===== src/rtl/stream_fifo_pkg.sv =====
// rtl/stream_fifo_pkg.sv - shared defaults and pointer-width helper for stream_fifo
package stream_fifo_pkg;

    localparam int DEF_DWIDTH = 16;
    localparam int DEF_DEPTH  = 256;

    // Address width for a power-of-two depth; never narrower than one bit.
    function automatic int ptr_w(input int depth);
        return (depth > 1) ? $clog2(depth) : 1;
    endfunction

endpackage


===== src/rtl/stream_fifo_sdp_ram.sv =====
// rtl/stream_fifo_sdp_ram.sv - simple-dual-port RAM with registered read data
module sdp_ram
    import stream_fifo_pkg::*;
#(
    parameter int DWIDTH = DEF_DWIDTH,
    parameter int DEPTH  = DEF_DEPTH,
    parameter int AW     = ptr_w(DEPTH)
) (
    input  logic              clk,
    input  logic              we,
    input  logic [AW-1:0]     waddr,
    input  logic [DWIDTH-1:0] wdata,
    input  logic              re,
    input  logic [AW-1:0]     raddr,
    output logic [DWIDTH-1:0] rdata
);

    logic [DWIDTH-1:0] mem [DEPTH];
    logic [DWIDTH-1:0] rdata_q;

    // Storage has no reset; a same-address read returns the pre-write contents.
    always_ff @(posedge clk) begin
        if (we) begin
            mem[waddr] <= wdata;
        end
        if (re) begin
            rdata_q <= mem[raddr];
        end
    end

    assign rdata = rdata_q;

endmodule


===== src/rtl/stream_fifo.sv =====
// rtl/stream_fifo.sv - valid/ready FIFO over a registered-read RAM plus output register
module stream_fifo
    import stream_fifo_pkg::*;
#(
    parameter int DWIDTH     = DEF_DWIDTH,
    parameter int DEPTH      = DEF_DEPTH,
    parameter int AFULL_LVL  = DEPTH - 4,
    parameter int AEMPTY_LVL = 4
) (
    input  logic                     aclk,
    input  logic                     aresetn,
    input  logic                     flush,
    input  logic                     s_valid,
    output logic                     s_ready,
    input  logic [DWIDTH-1:0]        s_data,
    output logic                     m_valid,
    input  logic                     m_ready,
    output logic [DWIDTH-1:0]        m_data,
    output logic [$clog2(DEPTH):0]   count,
    output logic                     almost_full,
    output logic                     almost_empty
);

    localparam int AW = ptr_w(DEPTH);
    localparam int CW = $clog2(DEPTH) + 1;

    localparam logic [CW-1:0] DEPTH_C  = CW'(DEPTH);
    localparam logic [CW-1:0] AFULL_C  = CW'(AFULL_LVL);
    localparam logic [CW-1:0] AEMPTY_C = CW'(AEMPTY_LVL);

    logic [AW-1:0]     wr_ptr_q, wr_ptr_d;
    logic [AW-1:0]     rd_ptr_q, rd_ptr_d;
    logic [CW-1:0]     count_q, count_d;
    logic              rd_vld_q, rd_vld_d;
    logic              m_valid_q, m_valid_d;
    logic [DWIDTH-1:0] m_data_q, m_data_d;
    logic              s_ready_q, s_ready_d;
    logic              afull_q, afull_d;
    logic              aempty_q, aempty_d;

    logic              s_fire;
    logic              m_fire;
    logic              advance;
    logic              issue;
    logic              ram_we;
    logic              ram_re;
    logic [CW-1:0]     ram_words;
    logic [DWIDTH-1:0] rd_data;

    sdp_ram #(
        .DWIDTH (DWIDTH),
        .DEPTH  (DEPTH),
        .AW     (AW)
    ) u_ram (
        .clk   (aclk),
        .we    (ram_we),
        .waddr (wr_ptr_q),
        .wdata (s_data),
        .re    (ram_re),
        .raddr (rd_ptr_q),
        .rdata (rd_data)
    );

    // Handshakes, read-pipeline scheduling and next-state for all control flops.
    always_comb begin
        s_fire    = s_valid && s_ready_q;
        m_fire    = m_valid_q && m_ready;
        // RAM read register hands its word on when the output slot is free or draining.
        advance   = rd_vld_q && (!m_valid_q || m_ready);
        // Words still sitting in RAM, not yet fetched into the pipeline.
        ram_words = count_q - CW'(rd_vld_q) - CW'(m_valid_q);
        // Fetch only committed words, and only when the read register frees up,
        // so a valid read never targets the address being written this cycle.
        issue     = (ram_words != '0) && (!rd_vld_q || advance);
        ram_we    = s_fire && !flush;
        ram_re    = issue && !flush;

        wr_ptr_d  = wr_ptr_q;
        rd_ptr_d  = rd_ptr_q;
        count_d   = count_q;
        rd_vld_d  = rd_vld_q;
        m_valid_d = m_valid_q;
        m_data_d  = m_data_q;

        if (flush) begin
            wr_ptr_d  = '0;
            rd_ptr_d  = '0;
            count_d   = '0;
            rd_vld_d  = 1'b0;
            m_valid_d = 1'b0;
        end else begin
            if (s_fire) begin
                wr_ptr_d = wr_ptr_q + AW'(1);
            end
            if (issue) begin
                rd_ptr_d = rd_ptr_q + AW'(1);
            end
            unique case ({s_fire, m_fire})
                2'b10:   count_d = count_q + CW'(1);
                2'b01:   count_d = count_q - CW'(1);
                default: count_d = count_q;
            endcase
            if (issue) begin
                rd_vld_d = 1'b1;
            end else if (advance) begin
                rd_vld_d = 1'b0;
            end
            if (advance) begin
                m_valid_d = 1'b1;
                m_data_d  = rd_data;
            end else if (m_fire) begin
                m_valid_d = 1'b0;
            end
        end

        s_ready_d = (count_d != DEPTH_C);
        afull_d   = (count_d >= AFULL_C);
        aempty_d  = (count_d <= AEMPTY_C);
    end

    // Control and status registers; reset forces the idle, not-ready state.
    always_ff @(posedge aclk or negedge aresetn) begin
        if (!aresetn) begin
            wr_ptr_q  <= '0;
            rd_ptr_q  <= '0;
            count_q   <= '0;
            rd_vld_q  <= 1'b0;
            m_valid_q <= 1'b0;
            m_data_q  <= '0;
            s_ready_q <= 1'b0;
            afull_q   <= 1'b0;
            aempty_q  <= 1'b1;
        end else begin
            wr_ptr_q  <= wr_ptr_d;
            rd_ptr_q  <= rd_ptr_d;
            count_q   <= count_d;
            rd_vld_q  <= rd_vld_d;
            m_valid_q <= m_valid_d;
            m_data_q  <= m_data_d;
            s_ready_q <= s_ready_d;
            afull_q   <= afull_d;
            aempty_q  <= aempty_d;
        end
    end

    assign s_ready      = s_ready_q;
    assign m_valid      = m_valid_q;
    assign m_data       = m_data_q;
    assign count        = count_q;
    assign almost_full  = afull_q;
    assign almost_empty = aempty_q;

endmodule


===== config.mk =====
export PLATFORM = sky130hd
export DESIGN_NAME = stream_fifo
export DESIGN_NICKNAME = d
export VERILOG_FILES = /design/src/rtl/stream_fifo_pkg.sv /design/src/rtl/stream_fifo_sdp_ram.sv /design/src/rtl/stream_fifo.sv
export SDC_FILE = /design/constraint.sdc
export NUM_CORES = 2
export LEC_CHECK = 0
export ABC_AREA = 1
export CORE_ASPECT_RATIO = 0.7
export CORE_MARGIN = 2
export CORE_UTILIZATION = 45
export CTS_CLUSTER_SIZE = 16
export DETAILED_ROUTE_END_ITERATION = 8
export GPL_ROUTABILITY_DRIVEN = 1
export PLACE_DENSITY = 0.61
export SETUP_SLACK_MARGIN = 0.4
export SLEW_MARGIN = 20
export SYNTH_ARGS = -nofsm -noshare
export SYNTH_HDL_FRONTEND = slang
export SYNTH_SLANG_ARGS = --single-unit

===== constraint.sdc =====
create_clock -name aclk -period 3.5 [get_ports aclk]
set_clock_uncertainty 0.05 [all_clocks]
set_input_delay 0.875 -clock aclk [delete_from_list [all_inputs] [get_ports aclk]]
set_output_delay 0.875 -clock aclk [all_outputs]
set_load 0.02 [all_outputs]

# --- Word level (Yosys, flattened, before mapping) ---
# Memories as Yosys holds them, arrays and structs flattened. A register that Yosys moved wholly into a read port is not among the register bits.
# Index checks and enable logic that the tools add are counted.
classes:
  multipliers: 0
  eq_ne: 3
  add_sub_neg: 6
  n_reduce_logical: 17
  div_mod_pow: 0
  n_lt_le_gt_ge: 2
  shift: 0
  mux: 14
  n_bitwise: 1
op_table:
  columns: ["op", "count"]
  rows:
  - ["$mux W8", 4]
  - ["$pmux W9 S2", 1]
  - ["$sub A9 B1 Y9", 2]
  - ["$add A8 B1 Y8 const B", 2]
  - ["$add A9 B1 Y9 const B", 1]
  - ["$ge A9 B8 Y1 const B", 1]
  - ["$le A9 B3 Y1 const B", 1]
  - ["$mux W9", 1]
  - ["$ne A9 B9 Y1 const B", 1]
  - ["$reduce_bool A9 Y1", 1]
  - ["$sub A9 B1 Y9 const B", 1]
  - ["$mux W1", 8]
  - ["$logic_and A1 B1 Y1", 6]
  - ["$reduce_bool A3 Y1", 2]
  - ["$reduce_bool A2 Y1", 2]
  - ["$logic_not A1 Y1", 3]
  - ["$eq A2 B1 Y1 const B", 1]
  - ["$eq A2 B2 Y1 const B", 1]
  - ["$logic_or A1 B1 Y1", 2]
  - ["$reduce_and A2 Y1", 1]
  - ["$not A1 Y1", 1]
word_totals:
  latch_bits: 0
  memories: 1
  out_inout_bits: 29
  ramBits: 4096
  regBits: 46
  in_bits: 21
  rom_bits: 0
memory_table:
  columns: ["memory", "depth", "width", "rd", "rd_clocked_by_memory_dff", "wr", "line_no", "rtl"]
  rows:
  - ["u_ram.mem", 256, 16, 1, 1, 1, "stream_fifo_sdp_ram.sv:18", "logic [DWIDTH-1:0] mem [DEPTH];"]

# --- Depth between registers and ports, before layout ---
depth:
  depth_word: 7
  mapped_depth: 20
  ltp_nobuf: 19

# --- Cells and area by module ---
# A second synthesis with hierarchy kept.
unflattened:
  hier_cells: 13962
  hier_area_um2: 168656.8
modules_own_cells:
  columns: ["mod", "seq_area_each_um2", "cells_per_inst", "n_inst", "area_each_um2"]
  rows:
  - ["sdp_ram", 123478.4, 13617, 1, 165866.6]
  - ["stream_fifo", 1152.4, 345, 1, 2790.2]

# --- Worst setup path before layout ---
# OpenSTA, ideal clock, no wires.
synth_path:
  path_kind: "register -> register"
  start: "register count_q[0] (netlist: count[0])"
  end: "register u_ram.rdata_q[0] (netlist: u_ram.rdata[0]), read port of u_ram.mem (enable)"
  path_buffers: 0
  setup_ns: 0.394
  path_slack_ns: 0.156
  t_arrival_ns: 2.899
  path_stages_with_launch: 12
  cell_sequence: "dfrtp_1 inv_1 fa_1 inv_1 ha_1 nor2_1 ha_1 nand2_1 nor3_1 nand4_1 o21ai_0 nor2_1"
synth_between:
  elab_chain_cells: 5
synth_rtl:
  columns: ["element", "line_no", "rtl"]
  rows:
  - ["start, declared", "stream_fifo.sv:33", "logic [CW-1:0] count_q, count_d;"]
  - ["start signal, assigned", "stream_fifo.sv:136", "count_q <= count_d;"]
  - ["$sub A9 B1 Y9 (2 in series)", "stream_fifo.sv:71", "ram_words = count_q - CW'(rd_vld_q) - CW'(m_valid_q);"]
  - ["$reduce_bool A9 Y1", "stream_fifo.sv:74", "issue = (ram_words != '0) && (!rd_vld_q || advance);"]
  - ["$logic_and A1 B1 Y1", "stream_fifo.sv:74", null]
  - ["$logic_and A1 B1 Y1", "stream_fifo.sv:76", "ram_re = issue && !flush;"]
  - ["via ram_re", "stream_fifo.sv:46", "logic ram_re;"]
  - ["end, declared", "stream_fifo_sdp_ram.sv:19", "logic [DWIDTH-1:0] rdata_q;"]
# The timed path passes the listed nets, and every way through them passes these cells.
# A chain may end at the register's enable or synchronous reset.

==> out/results.ini <==
[run_status]
status = completed

[grt]
grt_pass1_vias = 101000
grt_pass1_wl_um = 731000
grt-ovfl-total = 0
antenna_found_initial = 22
track_usage_pct = 26.6
grt_max_degree = 126

[sta]
setup_ws_ns = 0.346
post-route-min-period_ns = 3.15
slew_headroom_pct = 23.7
fmax_mhz = 317
finalMaxSlewViolations = 0
worst_pin_slew_ns = 1.14
rsz0062_at_grt = true
setup_viol = 0
timing.final.crit_share_pct = 90.1
finalHoldViolations = 0
setup_tns_ns = 0

[power_and_ir_drop]
switchingPower_mw = 35.5
powerDensity_nw_per_um2 = 622
p_clk_share_pct = 35.0
total_power_mw = 121
pwr-share-seq_pct = 45.6
switching_share_pct = 29.3
ir_drop_mv = 0.458
intPower_mw = 85.8
p_leak_nw = 66.5
p_comb_share_pct = 19.5

[place]
dp_cells = 18200
dp_hpwl_um = 308000
dp_slack_ns = 0.180
placed_cell_area_um2 = 180000
portBuffers = 49
gp_congestion = 0.945

[detailed_routing]
routed_wl_um = 520000
via_count = 112000
initialDrtViolationCount = 17600
dr.pass1.iters = 6
drt-wirelength-per-cell_um = 27.3
avgViaCountPerCell = 5.88
drc_errors = 0
ant_nets = 0

[cells_and_area]
mostFrequentLayoutCells = edfxtp_1, nand2_1, nor2_1
final_area_um2 = 195000
final_nets = 13800
syn2layout_area_growth_pct = 17.3
stdcell_count = 19000
final_common_cell = edfxtp_1
drive_gt1_share_pct = 12.2

[yosys]
synthCells = 13400
synth.yosys.seq_area_share_pct = 75.0
synth_area_um2 = 166000
ys_ff_latch = 4158
syn_nets = 13400
ys_warn_count = 0
ys_types = 32
postSynthAreaPerCell_um2 = 12.4

[cts]
clk_pin_slew_ns = 0.07
cts_sinks = 4158
cts-root-buf = clkbuf_16
clockBufferDepth = 4
cts_tree = built
htreeDepth = 5
cts_buffers = 385
clock_latency_ns = 0.95

[floorplanning]
fp.dieW_um = 730
fp.coreArea_um2 = 367000
core.rowCount = 186
initial_core_util_pct = 45.3
die_h_um = 512
io_pins = 50
die_area_um2 = 374000

[critical_path]
path_max_fanout = 25
crit_type = register to register
rr_startpoint = rd_ptr_q[0]
cpPeakStageDelay_ns = 0.53
path_cells = buf_12, clkinv_16, buf_4, buf_16, o21ai_0, o22ai_1, nand2_1, nand3_1, nand3_1, nand3_1, nand3_2, nand2_2, nand2_1, nand2_1
cp-end-kind = register
cp.arrival_ns = 3.92
worst_setup_path_start_kind = register
crit_path_start = rd_ptr_q[0]
required_ns = 4.26
crit_slowest_cell = dfrtp_4

[min_path]
min_path_type = input pin to register
worstHoldStart = s_data[12]

[flow_run]
max-cap-violations = 0

flip-flops by register name, summed over array words and instances (netlist names):
name and cells:
count 9, u_ram.rdata 16, wr_ptr_q 8, almost_empty 1
s_ready 1, u_ram.mem 4096, m_data 16, m_valid 1
rd_vld_q 1, almost_full 1, rd_ptr_q 8
power by group through the flow:
stage	logic [mW]	registers (mW)	clock network [mW]
2_1_floorplan	12.2	56.2	0
3_3_place_gp	21.5	56.3	0
3_5_place_dp	21.6	56.3	0
4_1_cts	21.9	55.3	42.7
5_1_grt	25.3	55.2	44.5
6_report	23.6	55.3	42.4
metrics by stage:
stage / util, % / hold slack [ns]
after floorplan: - / 0.405
after global placement: 49.0 / 0.436
after detailed placement: 49.0 / 0.428
after CTS: 52.5 / 0.188
after global routing: 53.1 / 0.221
final: 53.1 / 0.244
cell families (layout without fill, tap and decap cells):
family	count (synthesis)	in the layout	share of synthesized area, %
other cells	0	7	0
flops	4158	4158	75.0
mux	16	16	0.108
compound gates	2679	2679	8.87
simple gates	5413	5413	13.2
xor+xnor	5	5	0.0263
fa+ha+maj	11	11	0.0873
buf+inv	1105	1832	2.76
Yosys cell counts:
cell type / n / area (µm²)
buf_1: 69 / 259
a2111oi_0: 1 / 8.76
nand3_1: 1216 / 6090
buf_4: 11 / 82.6
xnor2_1: 1 / 8.76
clkbuf_1: 525 / 1970
a21oi_1: 417 / 2090
fa_1: 1 / 20.0
a21boi_0: 259 / 1940
edfxtp_1: 4112 / 123000
o21ai_0: 1367 / 6840
dfrtp_1: 45 / 1130
o2bb2ai_1: 1 / 8.76
dfstp_2: 1 / 26.3
ha_1: 10 / 125
nor2_1: 1668 / 6260
inv_2: 2 / 7.51
inv_1: 188 / 706
nor4_1: 2 / 12.5
mux2_2: 16 / 180
o22ai_1: 537 / 3360
xor2_1: 4 / 35.0
or2_2: 2 / 12.5
buf_2: 304 / 1520
o211a_1: 1 / 10.0
buf_6: 2 / 22.5
nand2_1: 2515 / 9440
o21ai_1: 96 / 480
clkinv_1: 3 / 11.3
nand4_1: 2 / 12.5
inv_4: 1 / 6.26
nor3_1: 8 / 40.0
critical path, delay by kind of cell (launching register included):
kind | cells | cell delay, ns
AND/OR/NAND/NOR | 8 | 1.14
AO/OA/AOI/OAI | 2 | 0.51
flip-flops | 1 | 0.53
buffers and inverters | 4 | 0.72
per-layer routing:
layer | GRT usage [%] | vias up | part of all wire (%)
met5 | 0 | - | 0.0035
met2 | 37.0 | 6467 | 42
met4 | 6.89 | 2 | 2.6
met1 | 41.1 | 55500 | 43
met3 | 7.20 | 724 | 13
li1 | - | 49200 | -
final timing paths:
kind | cells past startpoint | endpoint | slack, ns
worst max-delay path | 14 | u_ram.rdata[15] | 0.35
max in group asynchronous | 3 | almost_empty | 2.13
worst max register to register | 14 | u_ram.rdata[15] | 0.35
worst min-delay path | 1 | u_ram.mem[236][12] | 0.24
min in group asynchronous | 2 | m_data[13] | 0.52
worst min register to register | 1 | m_data[15] | 0.46
timing repair:
action,CTS,global route
setup buffers,2,24
gates resized for setup,54,291
pin swaps,0,35
hold buffers,1,0
endpoints found under the setup margin,26,23
hold endpoints to repair,28,0
cloned,4,26
layout make-up:
type	count	area [µm²]
sequential	4158	125000
timing repair inverter	1	8.76
antenna	7	17.5
clock buffer	476	10200
timing repair buffer	933	12600
clock inverter	228	2160
inverter	194	782
multi-input combinational	8124	38300
fill	30600	172000
tap	4888	6120
Note: power is estimated with default switching activity, not from simulation.
